### src/rtl/timebase_divider.sv
// Free-running timebase counter with gamma/seconds flag, per-bit rise pulses,
// alarm compare channel and CPU readback snapshot. All state advances on clk_en.
module timebase_divider #(
  parameter int unsigned WIDTH           = 15,
  parameter int unsigned KEEP_BITS       = 6,
  parameter logic [15:0] GAMMA_INIT_MASK = 16'h0010,
  parameter bit          ALARM_REPEAT    = 1'b0
) (
  input  logic             clk,
  input  logic             reset,
  input  logic             clk_en,
  input  logic [3:0]       cpu_id,
  input  logic             reset_gamma,
  input  logic             reset_divider,
  input  logic             reset_divider_keep,
  input  logic             alarm_load,
  input  logic [WIDTH-1:0] alarm_value,
  input  logic             alarm_clear,
  input  logic             snapshot,
  output logic [WIDTH-1:0] divider,
  output logic [WIDTH-1:0] divider_rise,
  output logic             gamma,
  output logic             tick_1s,
  output logic             alarm_armed,
  output logic             alarm_flag,
  output logic [WIDTH-1:0] divider_snapshot
);

  localparam logic [WIDTH-1:0] KEEP_MASK = (WIDTH'(1) << KEEP_BITS) - WIDTH'(1);

  logic [WIDTH-1:0] divider_q, divider_d;
  logic [WIDTH-1:0] rise_q, rise_d;
  logic [WIDTH-1:0] alarm_q, alarm_d;
  logic [WIDTH-1:0] snap_q, snap_d;
  logic             gamma_q, gamma_d;
  logic             tick_q, tick_d;
  logic             armed_q, armed_d;
  logic             flag_q, flag_d;

  logic [WIDTH-1:0] count_inc;
  logic             rollover;
  logic             match;

  // Next-state computation for one enabled edge.
  always_comb begin
    count_inc = divider_q + WIDTH'(1);
    divider_d = count_inc;
    rollover  = &divider_q;
    if (reset_divider) begin
      divider_d = '0;
      rollover  = 1'b0;
    end else if (reset_divider_keep) begin
      divider_d = count_inc & KEEP_MASK;
      rollover  = 1'b0;
    end

    rise_d = ~divider_q & divider_d;
    tick_d = rollover;

    gamma_d = gamma_q;
    if (rollover) begin
      gamma_d = 1'b1;
    end else if (reset_gamma) begin
      gamma_d = 1'b0;
    end

    // Compare uses the alarm register and armed state from before this edge.
    match = armed_q && (divider_d == alarm_q);

    flag_d = flag_q;
    if (match) begin
      flag_d = 1'b1;
    end else if (alarm_clear) begin
      flag_d = 1'b0;
    end

    alarm_d = alarm_q;
    armed_d = armed_q;
    if (alarm_load) begin
      alarm_d = alarm_value;
      armed_d = 1'b1;
    end else if (match && !ALARM_REPEAT) begin
      armed_d = 1'b0;
    end

    snap_d = snapshot ? divider_q : snap_q;
  end

  // State registers; reset overrides clk_en.
  always_ff @(posedge clk) begin
    if (reset) begin
      divider_q <= '0;
      rise_q    <= '0;
      alarm_q   <= '0;
      snap_q    <= '0;
      gamma_q   <= GAMMA_INIT_MASK[cpu_id];
      tick_q    <= 1'b0;
      armed_q   <= 1'b0;
      flag_q    <= 1'b0;
    end else if (clk_en) begin
      divider_q <= divider_d;
      rise_q    <= rise_d;
      alarm_q   <= alarm_d;
      snap_q    <= snap_d;
      gamma_q   <= gamma_d;
      tick_q    <= tick_d;
      armed_q   <= armed_d;
      flag_q    <= flag_d;
    end
  end

  assign divider          = divider_q;
  assign divider_rise     = rise_q;
  assign gamma            = gamma_q;
  assign tick_1s          = tick_q;
  assign alarm_armed      = armed_q;
  assign alarm_flag       = flag_q;
  assign divider_snapshot = snap_q;

endmodule

### config.mk
export PLATFORM = sky130hd
export DESIGN_NAME = timebase_divider
export DESIGN_NICKNAME = d
export VERILOG_FILES = /design/src/rtl/timebase_divider.sv
export SDC_FILE = /design/constraint.sdc
export NUM_CORES = 1
export LEC_CHECK = 0
export CORE_ASPECT_RATIO = 1.2
export CORE_MARGIN = 2
export CORE_UTILIZATION = 35
export CTS_CLUSTER_SIZE = 28
export DETAILED_ROUTE_END_ITERATION = 10
export HOLD_SLACK_MARGIN = 0.12
export PLACE_DENSITY_LB_ADDON = 0.2
export SLEW_MARGIN = 5
export SYNTH_ARGS = -nofsm -noshare
export SYNTH_HDL_FRONTEND = slang
export SYNTH_SLANG_ARGS = --single-unit
### constraint.sdc
create_clock -name clk -period 2.8 [get_ports clk]
set_clock_uncertainty 0.1 [all_clocks]
set_input_delay 0.42 -clock clk [delete_from_list [all_inputs] [get_ports clk]]
set_output_delay 0.42 -clock clk [all_outputs]
set_load 0.1 [all_outputs]
==> results.md, run 1 <==
Run status:
- The run finished with clean final reports.

Worst setup path:
- In this design, the stage delay of the slowest critical-path cell is between 0.4 and 0.5 ns.
- The number of gates on the worst path with buffers counted is 7.
- Traced cell by cell, the critical path runs through nand3_1, or3_1, a2111o_1, o311a_1, a2111o_1, nor4_2, o22ai_1.
- The origin of the critical flop-to-flop path is divider[6].
- The worst setup path is launched from a register.
- The endpoint kind of the worst setup timing path is a register.
- The setup slack of the worst register-to-register path is about 0.17 ns.
- By startpoint and endpoint, the worst setup path is classified as register to register.
- Along the worst path, the maximum fanout reaches 9.
- The cell type of the slowest stage on the worst timing path is dfxtp_2.
- The critical path's most frequent cell is a2111o_1.
- The buffer and inverter count on the worst path is 0.
- On the critical path the largest part of the delay comes from compound AO/OA/AOI/OAI gates.
- The logic depth of the worst register-to-register path is 7.
- The capture instance of the worst register-to-register path is alarm_armed.
- STA puts the critical path data arrival time at between 2 and 3 ns.
- The data required time at the worst endpoint is 2.92 ns.

Pwr:
- Summed over all cells, the static leakage comes to roughly 1.5 nW.
- IR analysis of the VDD net gives a maximum drop of ~0.00028 V.
- The design draws approximately 2.1 mW.
- The power per cell area is about 500 mW/mm^2.

Yosys:
- In the synthesized netlist, mux cells make up under 10% of the area.
- The area of the mapped netlist is approximately 0.0030 sq mm.
- After synthesis, the largest family of logic cells by area is simple AND/OR/NAND/NOR gates.
- Among all flip-flop cells after synthesis, the most frequent one is dfxtp_1.
- Synthesis produced a netlist with a net count of between 400 and 500.
- nand2_1 is the most common cell in the netlist.
- The synthesized-area fraction occupied by xor and xnor cells is under 10%.
- Yosys mapped a number of flops with a built-in enable equal to 1.
- The number of instances in the synthesized netlist is between 300 and 400.
- The total number of yosys warnings is 0.
- The synthesized design devotes to its leading area cell type roughly two fifths of total area.
- After synthesis the netlist holds a flip-flop and latch count of 63.
- In the synthesized netlist the async set-or-reset flop fraction comes to 0%.
- Of the total synthesized cell area, the portion taken by full adders, half adders and majority gates is less than 1%.
- The synthesized netlist devotes 20.0% of its cell area to compound gates.
- The portion of the post-synthesis area used by sequential elements is between 40% and 50%.
- The number of distinct library cell variants in the gate-level netlist after synthesis is between 50 and 60.
- The cell accounting for the most synthesized area is dfxtp_1.
- The simple-gate share of the synthesized area is between 20% and 30%.
- Ranked by instance count, the synthesized netlist is headed by nand2_1 (101), dfxtp_1 (62), a21oi_1 (59), clkbuf_1 (22), o21ai_0 (18).
- Ranked by total cell area, the synthesized netlist is headed by dfxtp_1 (41%), nand2_1 (13%), a21oi_1 (9.8%).
- The average instance area after synthesis is ~7.6 sq um.

Route:
- Once detail routing completed, the nets flagged for antenna violations numbered 0.
- The total via count in the routed design is between 2000 and 3000.
- The detailed-route wire length is between 8000 and 9000 um.
- The top routing layer in use is met4.
- The number of remaining DRC errors is 0.
- Wire segments on met3 add up to around 400 um in the final route.
- The routed wire length on met2 is about 3900 um.
- The detailed router put a total of around 3800 um of wire on met1.
- In the routed layout, each cell is associated on average with a via count of around 5.1.
- The average wire per cell in the routed design is around 14 um.
- The first TritonRoute pass finished after 4 iterations.
- The first routing iteration left about 170 violations.

GRT:
- The largest net degree at the start of global routing is 39.
- After global routing the overflow that remains totals 0.
- Global routing consumed, over all layers together, 18.2% of the routing resources.
- The first global-routing pass estimated ~14000 um of wire.
- The number of global-route vias before repair is 2748.
- The initial antenna violation count is 0.

Floorplanning:
- The I/O pin count is 77.
- The horizontal extent of the die is 88.7 um.
- The core box area is ~0.0085 sq mm.
- The initial standard-cell utilization of the core is 35.6%.
- The chip height is around 110 um.
- The overall die area is between 0.009 and 0.01 sq mm.
- The floorplan has 37 rows.

Placement:
- The detailed placement HPWL is about 5800 um.
- During placement, the flow inserted port buffers numbering 76.
- The total placed cells including tap cells is between 500 and 600.
- The congestion estimate from routability-driven global placement came to ~0.8.
- OpenSTA, run right after detailed placement, puts the worst setup slack at -0.0184 ns.

Layout:
- The repair_antennas step left the layout with diodes totalling 0.
- The proportion of layout cells with a drive suffix above 1 is 21.7%.
- The net count of the finished layout is ~500.
- The non-filler instance count after layout is ~600.
- For this run, the share of the core covered by cells in the final layout is 48.3%.
- The area growth from synthesis to final layout is 35.7%.

Clock tree:
- In this run the deepest clock path goes through 2 buffers.
- TritonCTS built the clock tree.
- The clock net in this run drives a total of 63 sinks.
- The H-tree generated during clock tree synthesis spans 3 levels.
- The clock buffer count from CTS is 9.
- Clock-pin slew was measured on the worst setup and hold paths at ~0.070 ns.
- Post-CTS timing repair inserted 0 buffers for setup.
- The tree is rooted in a clkbuf_8.
- The insertion delay to the later sink of the worst-skew pair is 0.35 ns.

Timing:
- Setup repair after global routing left no endpoint under its margin.
- Counting I/O delays and the setup requirement, the final critical path takes 2.63 ns.
- Measured against its own limit, the worst slew margin works out to around 65%.
- At the pin with the least slew margin, the transition time is about 0.53 ns.
- The worst path uses ~94% of the clock period.
- Setup slack closes at 0.171 ns.
- The number of hold violations in the final report is 0.
- Setup violations remaining at the end of the flow were counted as 0.
- The count of final max-slew check failures is 0.
- After routing, the total negative slack on setup checks comes to 0 ns.
- Static timing analysis puts the maximum clock frequency at between 0.3 and 0.4 GHz.

Worst hold path:
- The path with the worst hold slack has its endpoint at divider_snapshot[10].
- The count of cells along the worst hold path is 2.
- The worst hold path begins at divider_snapshot[10].
- The min-delay analysis places its worst path in the category register to register.

Job:
- The number of violations of the max-capacitance limit is 0.
cell usage in the layout, fill, tap and decap left out, types with 3 or more instances in the layout:
| cell | count |
|---|---|
| nor4_1 | 5 |
| nand3_1 | 10 |
| nand2_1 | 101 |
| clkbuf_8 | 9 |
| or2_2 | 3 |
| dfxtp_4 | 4 |
| clkinv_4 | 3 |
| nor3_1 | 9 |
| clkdlybuf4s50_1 | 26 |
| inv_1 | 6 |
| a21oi_1 | 59 |
| xnor2_1 | 7 |
| dfxtp_1 | 50 |
| xor2_1 | 4 |
| nor2_1 | 12 |
| or3_1 | 4 |
| nor2b_1 | 4 |
| o21ai_0 | 18 |
| bufinv_16 | 3 |
| mux2i_1 | 4 |
| nand2b_1 | 3 |
| nor3b_1 | 3 |
| o31ai_1 | 3 |
| buf_4 | 63 |
| o21a_1 | 4 |
| nor4b_1 | 3 |
| dfxtp_2 | 8 |
| and2_1 | 3 |
per-layer routing:
layer | vias to the layer above | global-route usage (%)
met1 | 1374 | 24.7
met5 | - | 0
met3 | 11 | 3.45
li1 | 1529 | -
met4 | 0 | 7.47
met2 | 84 | 28.1
cell type report:
| cell class | count | area [sq um] |
|---|---|---|
| well taps | 117 | 146 |
| multi-input cells | 298 | 1620 |
| inverters | 6 | 22.5 |
| clock buffers | 9 | 124 |
| repair buffers | 91 | 758 |
| flip-flops and latches | 63 | 1300 |
| fillers | 879 | 4380 |
| clock inverters | 7 | 121 |
registers in the layout, indices dropped and copies added, names as in the netlist:
| signal | flops |
|---|---|
| divider_rise | 14 |
| gamma | 1 |
| divider_snapshot | 15 |
| divider | 15 |
| alarm_q | 15 |
| alarm_armed | 1 |
| tick_1s | 1 |
| alarm_flag | 1 |
stage by stage:
| step | hold slack [ns] | area (sq um) |
|---|---|---|
| 2_1_floorplan | 0.345 | 3040 |
| 3_3_place_gp | 0.342 | 3830 |
| 3_5_place_dp | 0.348 | 3830 |
| 4_1_cts | 0.357 | 4080 |
| 5_1_grt | 0.379 | 4090 |
| 6_report | 0.355 | 4090 |
worst register-to-register path: stages, from the launching register on:
cell	delay [ns]
dfxtp_2	0.45
nand3_1	0.21
or3_1	0.44
a2111o_1	0.38
o311a_1	0.14
a2111o_1	0.36
nor4_2	0.28
o22ai_1	0.13
timing repair:
| action | 4_1_cts | 5_1_grt |
|---|---|---|
| hold buffers | 0 | 0 |
| resized for setup | 0 | 3 |
| setup endpoints to repair | 0 | 2 |
report_power, final:
part           switching, mW  total (mW)  internal, mW
clock                  0.381       0.975         0.594
combinational          0.120       0.196        0.0756
sequential            0.0141       0.923         0.909
total                  0.516        2.09          1.58
logic make-up after synthesis:
logic type / after synthesis
AO/OA/AOI/OAI: 104
buffers and inverters: 35
adder cells (fa/ha/maj): 1
AND/OR/NAND/NOR: 177
XOR/XNOR: 11
flip-flops: 63
multiplexers: 5
worst max path at each step:
| stage | slack, ns | end | start |
|---|---|---|---|
| 3_3_place_gp | 0.1 | alarm_armed | reset_divider |
| 2_1_floorplan | 0.04 | alarm_armed | divider[5] |
| 4_1_cts | 0.1 | alarm_armed | divider[0] |
| 6_report | 0.17 | alarm_armed | divider[6] |
| 5_1_grt | 0.03 | alarm_armed | divider[0] |
| 3_5_place_dp | -0.02 | alarm_armed | reset_divider |
Power figures use the tool's default switching activity.
==> run 2, diff against run 1 <==
- SLEW_MARGIN: 5 -> unset
==> results of run 2 <==
The final DEF is identical to that of run 1; final timing and power are the same.
